<file path="src/rtl/tick_divider.sv">
// tick_divider: a bank of CHANNELS independent programmable tick generators.
// Each channel counts 0..P and emits a registered one-cycle tick on wrap,
// giving a tick every P+1 enabled cycles. P==0 parks the channel.
// Optional build macro: TICK_DIVIDER_ONESHOT_EN adds a per-channel one-shot
// mode (fire once, then stay stopped until restart or reset re-arms).
module tick_divider #(
  parameter int               WIDTH          = 16,
  parameter int               CHANNELS       = 4,
  parameter logic [WIDTH-1:0] DEFAULT_PERIOD = {WIDTH{1'b1}},
  localparam int              SEL_W          = (CHANNELS > 1) ? $clog2(CHANNELS) : 1
) (
  input  logic                clk,
  input  logic                reset,
  input  logic                en,
  input  logic                period_wr,
  input  logic [SEL_W-1:0]    period_sel,
  input  logic [WIDTH-1:0]    period_in,
  input  logic [CHANNELS-1:0] restart,
`ifdef TICK_DIVIDER_ONESHOT_EN
  input  logic [CHANNELS-1:0] oneshot,
`endif
  output logic [CHANNELS-1:0] tick
);

  localparam logic [WIDTH-1:0] CNT_ZERO = {WIDTH{1'b0}};
  localparam logic [WIDTH-1:0] CNT_ONE  = WIDTH'(1);

  logic [WIDTH-1:0]    c_q [CHANNELS];
  logic [WIDTH-1:0]    c_d [CHANNELS];
  logic [WIDTH-1:0]    p_q [CHANNELS];
  logic [WIDTH-1:0]    p_d [CHANNELS];
  logic [CHANNELS-1:0] tick_q;
  logic [CHANNELS-1:0] tick_d;
`ifdef TICK_DIVIDER_ONESHOT_EN
  logic [CHANNELS-1:0] armed_q;
  logic [CHANNELS-1:0] armed_d;
`endif

  // Next-state for every channel: period write, restart, enable gating, wrap.
  // Comparisons use the period held before this edge so a write only takes
  // effect from the following cycle; a counter found above its (shrunk)
  // period is cleared without ticking, so it never runs past P or wraps.
  always_comb begin
    c_d    = c_q;
    p_d    = p_q;
    tick_d = {CHANNELS{1'b0}};
`ifdef TICK_DIVIDER_ONESHOT_EN
    armed_d = armed_q;
`endif
    for (int i = 0; i < CHANNELS; i++) begin
      // A select that matches no channel index simply writes nothing.
      if (period_wr && (int'(period_sel) == i)) begin
        p_d[i] = period_in;
      end else begin
        p_d[i] = p_q[i];
      end

      if (restart[i]) begin
        c_d[i] = CNT_ZERO;
`ifdef TICK_DIVIDER_ONESHOT_EN
        armed_d[i] = 1'b1;
`endif
      end else if (!en) begin
        c_d[i] = c_q[i];
      end else if (p_q[i] == CNT_ZERO) begin
        c_d[i] = CNT_ZERO;
`ifdef TICK_DIVIDER_ONESHOT_EN
      end else if (!armed_q[i]) begin
        c_d[i] = CNT_ZERO;
`endif
      end else if (c_q[i] == p_q[i]) begin
        c_d[i]    = CNT_ZERO;
        tick_d[i] = 1'b1;
`ifdef TICK_DIVIDER_ONESHOT_EN
        if (oneshot[i]) begin
          armed_d[i] = 1'b0;
        end else begin
          armed_d[i] = armed_q[i];
        end
`endif
      end else if (c_q[i] > p_q[i]) begin
        c_d[i] = CNT_ZERO;
      end else begin
        c_d[i] = c_q[i] + CNT_ONE;
      end
    end
  end

  // State registers with synchronous reset that overrides all other inputs.
  always_ff @(posedge clk) begin
    if (reset) begin
      for (int i = 0; i < CHANNELS; i++) begin
        c_q[i] <= CNT_ZERO;
        p_q[i] <= DEFAULT_PERIOD;
      end
      tick_q <= {CHANNELS{1'b0}};
`ifdef TICK_DIVIDER_ONESHOT_EN
      armed_q <= {CHANNELS{1'b1}};
`endif
    end else begin
      c_q    <= c_d;
      p_q    <= p_d;
      tick_q <= tick_d;
`ifdef TICK_DIVIDER_ONESHOT_EN
      armed_q <= armed_d;
`endif
    end
  end

  assign tick = tick_q;

endmodule

</file>
<file path="config.mk">
export PLATFORM = sky130hd
export DESIGN_NAME = tick_divider
export DESIGN_NICKNAME = d
export VERILOG_FILES = /design/src/rtl/tick_divider.sv
export SDC_FILE = /design/constraint.sdc
export NUM_CORES = 1
export LEC_CHECK = 0
export BUFFER_PORTS_ARGS = -buffer_cell sky130_fd_sc_hd__buf_2
export CAP_MARGIN = 20
export CELL_PAD_IN_SITES_DETAIL_PLACEMENT = 1
export CELL_PAD_IN_SITES_GLOBAL_PLACEMENT = 1
export CORE_MARGIN = 2
export CORE_UTILIZATION = 44
export CTS_BUF_LIST = sky130_fd_sc_hd__clkbuf_8
export CTS_CLUSTER_SIZE = 8
export DETAILED_ROUTE_END_ITERATION = 10
export PLACE_DENSITY_LB_ADDON = 0.1
export SYNTH_ARGS = -nofsm -noshare
export SYNTH_HDL_FRONTEND = slang
export SYNTH_SLANG_ARGS = --single-unit
</file>
<file path="constraint.sdc">
create_clock -name clk -period 2.6 [get_ports clk]
set_clock_uncertainty 0.15 [all_clocks]
set_input_delay 0.39 -clock clk [delete_from_list [all_inputs] [get_ports clk]]
set_output_delay 0.39 -clock clk [all_outputs]
set_load 0.005 [all_outputs]
</file>
==> run_results.csv <==
group,metric,value,unit
min_path,hold_depth,2,
final_layout,antenna_cells,0,
logic_synthesis,synth_edf_count,0,
placement,dp_hpwl,15.9,mm
timing,drv_slew,0,
setup_path,reg2reg_to,"c_q[36]",
grt,antenna_found_initial,0,
timing,setup_violations,4,
floorplanning,chipHeight,133,µm
final_layout,fin_nets,1023,
timing,slew_headroom,0.471,
min_path,min_from,"restart[0]",
logic_synthesis,yosys-top-cells-count,"dfxtp_1, nand2_1, inv_1",
status,violations,"setup timing",
clock_network,clock-root-buffer,"clkbuf_8",
clock_network,clock-sinks,132,
setup_path,slowest_stage,"or4_4",
route,routedWlPerCell,18.9,µm
final_layout,register_area,0.00266,mm²
setup_path,path_cells,"inv_1 > ha_4 > nand2_1 > or4_4 > o41a_1 > nand4bb_4 > buf_12 > o21ai_1 > a21o_1",
placement,gp_congestion,0.802,
logic_synthesis,synthArstFlopShare,0,
timing,hold_viol_final,0,
grt,grt_pass1_wl,35.4,mm
timing,timing.setup.tns,-0.0330,ns
setup_path,worst_setup_path_start_kind,"flop",
setup_path,crit_path_end_kind,"flop",
status,status,"complete, but fails checks",
floorplanning,ioPinCount,30,
clock_network,cts_tree,"done",
min_path,hp-class,"primary input to flop",
power_and_ir_drop,vdd_ir_drop_max,340,µV
clock_network,clock_latency,0.46,ns
logic_synthesis,synth_area_per_cell,8.37,µm²
final_layout,fill_cells,1937,
power_and_ir_drop,powerDensity,481,mW/mm²
logic_synthesis,synth_top_area_cell,"dfxtp_1",
logic_synthesis,synth_ff_type,"dfxtp_1",
timing,fin_crit,2.61,ns
route,drtPass1Iterations,5,
floorplanning,core,0.0160,mm²
grt,grt_pass1_vias,7092,
setup_path,rrSetupSlack,-0.01,ns
logic_synthesis,ys_top_cells_by_area,"dfxtp_1, ha_1, nand2_1, o211ai_1, inv_1",
floorplanning,die_area,0.0176,mm²
floorplanning,chipWidth,133,µm
final_layout,multi_input_area,0.00439,mm²
route,post_drt_via_cell_ratio,5.89,
route,antenna_left,0,
setup_path,cp_max_fo,7,
power_and_ir_drop,cellLeakagePower,3.90,nW
timing,tightest_slew,0.788,ns
floorplanning,start_util,0.454,
grt,grt_max_degree,33,
route,drtIter0Drc,264,
clock_network,cts_buffer_depth,2,
grt,gr-total-overflow,0,
clock_network,clk_pin_slew,0.08,ns
logic_synthesis,syn-cell-area,0.00727,mm²
setup_path,crit_start,"p_q[37]",
timing,max_freq,0.383,GHz
final_layout,finish.utilization,0.532,
min_path,hold_path_end,"c_q[48]",
final_layout,area_growth,17.1,%
grt,grt_util_all_layers,0.248,
logic_synthesis,synth_top_area_frac,0.364,
logic_synthesis,seq_area_frac_synth,0.364,
flow_run,cap_violations,0,
route,vias,6812,
setup_path,critPathRequiredTime,2.81,ns
logic_synthesis,yosysUniqueCellTypes,63,
floorplanning,rows,46,
timing,fin_crit_sh,1.01,
setup_path,r2r_cells,9,
logic_synthesis,ys_seq_elements,132,
clock_network,h-tree-depth,4,
logic_synthesis,syn_inst,868,
route,wl,21.9,mm
route,drc,0,
logic_synthesis,ys_warn_count,0,
final_layout,layout-drive-gt1-share,0.150,
logic_synthesis,synth_nets,962,
placement,port_buffers,29,
timing,fin_ws,-0.0141,ns
setup_path,arrival,2.82,ns
setup_path,crit_type,"flop to flop",
setup_path,critPathMaxStageDelay,0.53,ns
timing,rsz0062_at_grt,"yes",
clock_network,cts_buffers,17,
setup_path,reg2reg_from,"p_q[37]",
logic_synthesis,synth.most_common_cell,"dfxtp_1",
==> per-stage QoR <==
stage | hold slack, ns | power (W) | std cells | setup slack, ns | area (µm²)
3_3_place_gp | 0.326 | 0.00248 | 1118 | -0.0233 | 7870
5_1_grt | 0.0319 | 0.00424 | 1157 | -0.0824 | 8510
6_report | 0.0403 | 0.00409 | 1157 | -0.0141 | 8510
2_1_floorplan | 0.304 | 0.00236 | 868 | 0.0826 | 7270
4_1_cts | 0.0123 | 0.00408 | 1154 | 0.00821 | 8290
3_5_place_dp | 0.345 | 0.00250 | 1118 | -0.113 | 7870
==> cells in the final DEF (no fill, tap or decap), drive strengths merged, types with 3 or more instances in the layout <==
master	count
ha	68
a32oi	3
buf	72
xnor2	4
and2	5
nor2b	8
o21ai	36
a21oi	22
nand2	109
a41oi	7
nor4	23
or3	10
nand3	44
nor2	47
a31oi	8
and4	12
o2111ai	3
dlygate4sd3	3
nand2b	3
o21a	4
nor3	21
a2111oi	3
a211o	18
nor3b	8
o211ai	50
nand4	23
mux2i	4
nand4b	5
a21o	14
a221o	4
and3	17
a22oi	3
a22o	5
dfxtp	132
xor2	11
clkinv	4
clkbuf	24
inv	78
a211oi	4
==> state kept, by name, summed over array words and instances, names as in the netlist <==
register and count:
c_q 64, p_q 64, tick 4
==> critical path, delay by kind of cell, from the launching register on <==
kind,cells,cell delay (ns)
simple gates,3,0.80
compound gates,3,0.73
flops,1,0.33
fa+ha+maj,1,0.28
buf+inv,2,0.22
==> per-layer routing <==
layer | vias to the layer above | wire (µm) | track usage
met5 | - | 0 | 0
met4 | 0 | 498 | 0.0783
met3 | 42 | 459 | 0.0444
met2 | 76 | 11100 | 0.443
met1 | 3390 | 9840 | 0.302
li1 | 3304 | - | -
==> layout make-up <==
cell class | count | share of cell area
repair buffers | 76 | 0.0660
multi-input cells | 628 | 0.516
flip-flops and latches | 132 | 0.312
clock inverters | 8 | 0.00412
well taps | 216 | 0.0318
clock buffers | 23 | 0.0372
inverters | 74 | 0.0326
==> cells by family (layout without fill, tap and decap cells) <==
group / Yosys count / count (layout) / synth area share
xor gates and xnor gates: 15 / 15 / 0.0181
muxes: 4 / 4 / 0.00551
DFF: 132 / 132 / 0.364
AOI/OAI and AO/OA: 196 / 196 / 0.195
and+or+nand+nor: 345 / 345 / 0.243
buffers and inverters: 108 / 181 / 0.0587
adders and majority gates: 68 / 68 / 0.117
==> timing repair <==
action,CTS,global route
setup buffers,2,1
hold buffers,3,0
hold endpoints to repair,5,0
gates cloned,0,1
resized for setup,4,38
pin swaps,1,21
endpoints found under the setup margin,13,33
==> power by group <==
group          switching (W)  internal (W)  total, W
sequential         0.0000357       0.00208   0.00211
clock               0.000815      0.000787   0.00160
combinational       0.000236      0.000142  0.000378
total                0.00109       0.00301   0.00409
==> worst max path at each step <==
stage,endpoint,slack (ns),cells after the start
after CTS,c_q[41],0.008,9
after global placement,c_q[41],-0.02,9
after global routing,c_q[42],-0.08,9
after floorplan,c_q[36],0.08,9
final,c_q[36],-0.01,9
after detailed placement,c_q[36],-0.11,9
(Power assumes the default switching activity.)
